===== src/rtl/regfile_scoreboard.sv =====
// Parametrised register file: two async read ports, one sync write port, per-register busy scoreboard
// and a sequential soft-clear engine. Define REGFILE_BYPASS_EN to forward same-cycle writeback to reads.
module regfile_scoreboard #(
    parameter int unsigned DATA_W   = 32,
    parameter int unsigned ADDR_W   = 5,
    parameter int unsigned NUM_REGS = 32,
    parameter int unsigned ZERO_REG = 1
) (
    input  logic              clk,
    input  logic              rst_n,
    input  logic [ADDR_W-1:0] rd_addr1,
    output logic [DATA_W-1:0] rd_data1,
    output logic              rd_busy1,
    input  logic [ADDR_W-1:0] rd_addr2,
    output logic [DATA_W-1:0] rd_data2,
    output logic              rd_busy2,
    input  logic              wr_en,
    input  logic [ADDR_W-1:0] wr_addr,
    input  logic [DATA_W-1:0] wr_data,
    input  logic              claim_en,
    input  logic [ADDR_W-1:0] claim_addr,
    input  logic              clear_req,
    output logic              clear_busy,
    output logic              clear_done
);

    localparam int unsigned DEPTH = 1 << ADDR_W;
    localparam int unsigned IDX_W = ADDR_W + 1;
    localparam logic [IDX_W-1:0] NUM_REGS_I = IDX_W'(NUM_REGS);
    localparam logic [IDX_W-1:0] LAST_IDX   = IDX_W'(NUM_REGS - 1);

    typedef enum logic [1:0] {IDLE, CLEAR, DONE} state_t;

    state_t             state_q, state_d;
    logic [IDX_W-1:0]   idx_q, idx_d;
    logic               clear_busy_q, clear_busy_d;
    logic               clear_done_q, clear_done_d;
    logic [DATA_W-1:0]  regs_q [DEPTH];
    logic [DATA_W-1:0]  regs_d [DEPTH];
    logic [DEPTH-1:0]   busy_q, busy_d;

    logic wr_ok, claim_ok, clearing;

    // Address is implemented and not the hard-wired zero register
    function automatic logic addr_ok(input logic [ADDR_W-1:0] a);
        return ({1'b0, a} < NUM_REGS_I) && !((ZERO_REG != 0) && (a == '0));
    endfunction

    assign wr_ok    = wr_en    && (state_q == IDLE) && addr_ok(wr_addr);
    assign claim_ok = claim_en && (state_q == IDLE) && addr_ok(claim_addr);
    assign clearing = (state_q == CLEAR);

    always_comb begin
        state_d      = state_q;
        idx_d        = idx_q;
        clear_busy_d = clear_busy_q;
        clear_done_d = 1'b0;
        case (state_q)
            IDLE: begin
                if (clear_req) begin
                    state_d      = CLEAR;
                    idx_d        = '0;
                    clear_busy_d = 1'b1;
                end
            end
            CLEAR: begin
                if (idx_q == LAST_IDX) begin
                    state_d      = DONE;
                    clear_busy_d = 1'b0;
                    clear_done_d = 1'b1;
                end else begin
                    idx_d = idx_q + 1'b1;
                end
            end
            DONE: begin
                state_d = IDLE;
            end
            default: begin
                state_d      = IDLE;
                clear_busy_d = 1'b0;
            end
        endcase
    end

    // Storage update: clear has priority; a claim overrides the busy-clear of a same-address write
    always_comb begin
        for (int i = 0; i < int'(DEPTH); i++) begin
            regs_d[i] = regs_q[i];
            busy_d[i] = busy_q[i];
            if (clearing && (idx_q == IDX_W'(i))) begin
                regs_d[i] = '0;
                busy_d[i] = 1'b0;
            end else begin
                if (wr_ok && (wr_addr == ADDR_W'(i))) begin
                    regs_d[i] = wr_data;
                    busy_d[i] = 1'b0;
                end
                if (claim_ok && (claim_addr == ADDR_W'(i))) begin
                    busy_d[i] = 1'b1;
                end
            end
        end
    end

    always_comb begin
        rd_data1 = addr_ok(rd_addr1) ? regs_q[rd_addr1] : '0;
        rd_busy1 = addr_ok(rd_addr1) && busy_q[rd_addr1];
        rd_data2 = addr_ok(rd_addr2) ? regs_q[rd_addr2] : '0;
        rd_busy2 = addr_ok(rd_addr2) && busy_q[rd_addr2];
`ifdef REGFILE_BYPASS_EN
        if (wr_ok && (wr_addr == rd_addr1)) begin
            rd_data1 = wr_data;
            rd_busy1 = claim_ok && (claim_addr == wr_addr);
        end
        if (wr_ok && (wr_addr == rd_addr2)) begin
            rd_data2 = wr_data;
            rd_busy2 = claim_ok && (claim_addr == wr_addr);
        end
`endif
    end

    always_ff @(posedge clk) begin
        if (!rst_n) begin
            state_q      <= IDLE;
            idx_q        <= '0;
            clear_busy_q <= 1'b0;
            clear_done_q <= 1'b0;
            busy_q       <= '0;
            for (int i = 0; i < int'(DEPTH); i++) begin
                regs_q[i] <= '0;
            end
        end else begin
            state_q      <= state_d;
            idx_q        <= idx_d;
            clear_busy_q <= clear_busy_d;
            clear_done_q <= clear_done_d;
            busy_q       <= busy_d;
            regs_q       <= regs_d;
        end
    end

    assign clear_busy = clear_busy_q;
    assign clear_done = clear_done_q;

endmodule


===== config.mk =====
export PLATFORM = sky130hd
export DESIGN_NAME = regfile_scoreboard
export DESIGN_NICKNAME = d
export VERILOG_FILES = /design/src/rtl/regfile_scoreboard.sv
export SDC_FILE = /design/constraint.sdc
export NUM_CORES = 2
export LEC_CHECK = 0
export BUFFER_PORTS_ARGS = -buffer_cell sky130_fd_sc_hd__buf_2
export CAP_MARGIN = 25
export CORE_MARGIN = 2
export CORE_UTILIZATION = 40
export CTS_CLUSTER_DIAMETER = 40
export DETAILED_ROUTE_END_ITERATION = 7
export PLACE_DENSITY = 0.54
export SLEW_MARGIN = 20
export SYNTH_ARGS = -nofsm -noshare
export SYNTH_HDL_FRONTEND = slang
export SYNTH_SLANG_ARGS = --single-unit
export TNS_END_PERCENT = 10

===== constraint.sdc =====
create_clock -name clk -period 2.2 [get_ports clk]
set_clock_uncertainty 0.2 [all_clocks]
set_input_delay 0.22 -clock clk [delete_from_list [all_inputs] [get_ports clk]]
set_output_delay 0.22 -clock clk [all_outputs]
set_load 0.02 [all_outputs]

==> flow_metrics.env <==
export IMPL_outcome="finished, violations left"
export IMPL_maxSlewViolCount=0
export IMPL_cp_max_fo=2
export IMPL_met3_usage_pct=8.56
export IMPL_clk_insertion_delay_late_ns=0.79
export IMPL_crit_path_frequent_cell="buf_6"
export IMPL_yosysWarningCount=0
export IMPL_fp_dieH_um=375
export IMPL_ys_seq_area_share_pct=38.7
export IMPL_crit_slowest_cell="mux4_2"
export IMPL_grt_setup_unrepaired="yes"
export IMPL_synth_edf_count=0
export IMPL_io_pins=125
export IMPL_yosysMostFrequentCell="nand2_1"
export IMPL_dp_cells=8002
export IMPL_dpl_hpwl_um=155000
export IMPL_multi_input_area_um2=32900
export IMPL_vias_per_cell=6.23
export IMPL_fillers=12300
export IMPL_routedWlPerCell_um=29.5
export IMPL_ys_seq_elements=1066
export IMPL_htreeDepth=4
export IMPL_hold_path_end="regs_q[518]"
export IMPL_initial_utilization_pct=40.2
export IMPL_post_route_min_period_ns=3.04
export IMPL_yosys_area_top_type="dfxtp_1"
export IMPL_synth_area_um2=55200
export IMPL_ant_nets=0
export IMPL_total_power_mw=51.6
export IMPL_grt_pass1_vias=50700
export IMPL_setup_ws_ns=-0.837
export IMPL_hp_start="wr_addr[2]"
export IMPL_cp_end_kind="output port"
export IMPL_cts_buffer_depth=3
export IMPL_maxCapViolCount=0
export IMPL_min_path_cells=7
export IMPL_vias=51900
export IMPL_hold_path_class="input port to register"
export IMPL_numCtsBuffers=161
export IMPL_r2r_end="busy_q[9]"
export IMPL_setup_violations=66
export IMPL_fin_crit_sh_pct=138
export IMPL_grt_util_all_layers_pct=34.2
export IMPL_synth_area_leaders="dfxtp_1 39%, mux4_2 19%, nand2_1 14%, a21oi_1 8.0%, mux2i_1 3.6%"
export IMPL_cts_root_buf="clkbuf_16"
export IMPL_gp_routability_congestion=0.983
export IMPL_crit_required_ns=1.78
export IMPL_gr_usage_met2_pct=51.4
export IMPL_arrival_ns=2.62
export IMPL_grt_pass1_wl_um=353000
export IMPL_drc=0
export IMPL_reg2reg_slack_ns=0.04
export IMPL_grt_busiest_layer="met2"
export IMPL_worstSetupPathType="register to output port"
export IMPL_slew_headroom_pct=39.9
export IMPL_wl_um=246000
export IMPL_power_density_nw_per_um2=732
export IMPL_path_buf_inv=3
export IMPL_synth_top_cell_area_share_pct=38.7
export IMPL_holdWs_ns=0.0424
export IMPL_synth_nets=6136
export IMPL_synthCells=6075
export IMPL_worstMarginPinSlew_ns=0.902
export IMPL_final_cells=8330
export IMPL_drt_iter0_markers=6621
export IMPL_synthDistinctLibCells=55
export IMPL_seqCellArea_um2=21500
export IMPL_slowest_delay_ns=0.48
export IMPL_path_cells="mux4_2 -> mux2i_1 -> buf_4 -> a221o_1 -> a31oi_2 -> buf_6 -> buf_6"
export IMPL_antenna_found_initial=16
export IMPL_overflow=0
export IMPL_ys_top_cells_by_count="2042 x nand2_1, 1066 x dfxtp_1, 881 x a21oi_1, 462 x mux4_2, 305 x clkbuf_1"
export IMPL_reg2reg_from="state_q[1]"
export IMPL_startpoint_type="register"
export IMPL_nets=6458
export IMPL_dr_pass1_iters=6
export IMPL_die_w_um=375
export IMPL_clock_fmax_mhz=329
export IMPL_clkTransAtPathRegs_ns=0.06
export IMPL_gr_usage_met1_pct=44.7
export IMPL_ir_drop_v=0.000658
export IMPL_reg2reg_depth=5
export IMPL_rows=136
export IMPL_hold_viol=0
export IMPL_grt_max_degree=34
export IMPL_syn_avg_cell_area_um2=9.09
export IMPL_critPathTopFamily="multiplexers"
export IMPL_violations="setup timing"
export IMPL_areaGrowthSynthToFinish_pct=27.8
export IMPL_io_buffers=124
export IMPL_p_leak_nw=23.8
export IMPL_core_area_um2=137000
export IMPL_clock_sinks=1066
export IMPL_cts_tree="built"
export IMPL_die_area_um2=141000
export IMPL_synth_flop_cell="dfxtp_1"
export IMPL_async_flop_share_pct=0
export IMPL_drive_gt1_share_pct=32.0
==> layer usage <==
metal  routed length, µm  share of wire (%)
met5                  80              0.033
met4               15200                6.2
met3               27500                 11
met2              107000                 44
met1               95400                 39
==> power by group <==
part | switching, mW | leakage [nW] | total, mW | internal, mW
clock network | 10.3 | 2.66 | 26.4 | 16.1
registers | 0.0955 | 8.67 | 19.5 | 19.4
logic | 3.62 | 12.5 | 5.67 | 2.06
total | 14.0 | 23.8 | 51.6 | 37.6
==> per-stage QoR <==
step | cell area [µm²] | TNS (ns) | util (%) | worst slack [ns]
6_report | 70600 | -42.68 | 51.4 | -0.837
5_1_grt | 70500 | -44.71 | 51.4 | -0.877
2_1_floorplan | 55300 | -3.84 | - | -0.149
3_5_place_dp | 62500 | -45.10 | 45.6 | -0.904
4_1_cts | 69900 | -45.01 | 51.0 | -0.831
3_3_place_gp | 62500 | -40.23 | 45.6 | -0.933
==> kinds of logic after synthesis <==
| logic type | Yosys count | share of synthesized area (%) |
|---|---|---|
| fa+ha+maj | 4 | 0.0907 |
| compound gates | 1409 | 15.3 |
| mux | 694 | 23.1 |
| simple gates | 2276 | 16.9 |
| flops | 1066 | 38.7 |
| buf+inv | 626 | 5.99 |
==> state kept, by name (all words and copies together) (netlist names) <==
register,count
clear_done,1
state_q,2
regs_q,1024
idx_q,6
busy_q,32
clear_busy,1
==> tightest hold or removal path, stage by stage <==
cell,delay [ns]
buf_2,0.14
nand2_1,0.08
buf_4,0.18
nor3_4,0.05
buf_12,0.16
nand2_1,0.09
a21oi_1,0.05
==> worst max path at each step <==
stage	startpoint	end	slack, ns	cells after the start
after CTS	regs_q[768]	rd_data1[0]	-0.83	7
after detailed placement	rd_addr2[0]	rd_data2[3]	-0.90	9
after global placement	rd_addr2[0]	rd_data2[3]	-0.93	9
final	regs_q[768]	rd_data1[0]	-0.84	7
after floorplan	rd_addr2[2]	rd_data2[12]	-0.15	7
after global routing	regs_q[768]	rd_data1[0]	-0.88	7
==> layout make-up <==
class,count,area share [%]
clock inverters,94,1.43
flip-flops and latches,1066,30.5
well taps,1794,3.18
multi-input cells,4383,46.6
inverters,11,0.0638
diodes,10,0.0355
clock buffers,198,6.36
repair buffers,774,11.8
==> cells in the final DEF (no fill, tap or decap), types with 15 or more instances in the layout <==
| cell | n |
|---|---|
| clkinvlp_4 | 20 |
| a311oi_4 | 21 |
| dfxtp_2 | 150 |
| buf_2 | 61 |
| dfxtp_1 | 916 |
| o21ai_0 | 15 |
| mux4_2 | 462 |
| a221oi_2 | 18 |
| o21ai_1 | 19 |
| mux2i_1 | 175 |
| buf_6 | 64 |
| buf_4 | 418 |
| nor2b_4 | 19 |
| clkbuf_16 | 166 |
| a21oi_2 | 111 |
| o2111ai_1 | 21 |
| nor3_4 | 31 |
| o21ai_4 | 43 |
| and2_1 | 36 |
| dlygate4sd3_1 | 43 |
| inv_6 | 19 |
| clkbuf_8 | 21 |
| nand3_2 | 33 |
| a221o_1 | 24 |
| mux2_2 | 16 |
| a211oi_2 | 17 |
| mux2_4 | 17 |
| nand2_1 | 2041 |
| clkinv_4 | 15 |
| nor2b_1 | 18 |
| a221oi_1 | 27 |
| a22oi_1 | 85 |
| nor2_1 | 42 |
| clkinv_2 | 23 |
| o21ai_2 | 31 |
| buf_12 | 184 |
| a21oi_1 | 881 |
| a31oi_1 | 18 |
==> timing repair <==
action / in CTS / in global routing
gates resized for setup: 429 / 200
setup endpoints to repair: 217 / 512
hold buffers: 43 / 0
pin swaps: 67 / 58
hold endpoints to repair: 1033 / 0
buffers inserted: 2 / 3
Note: power is estimated with default switching activity, not from simulation.
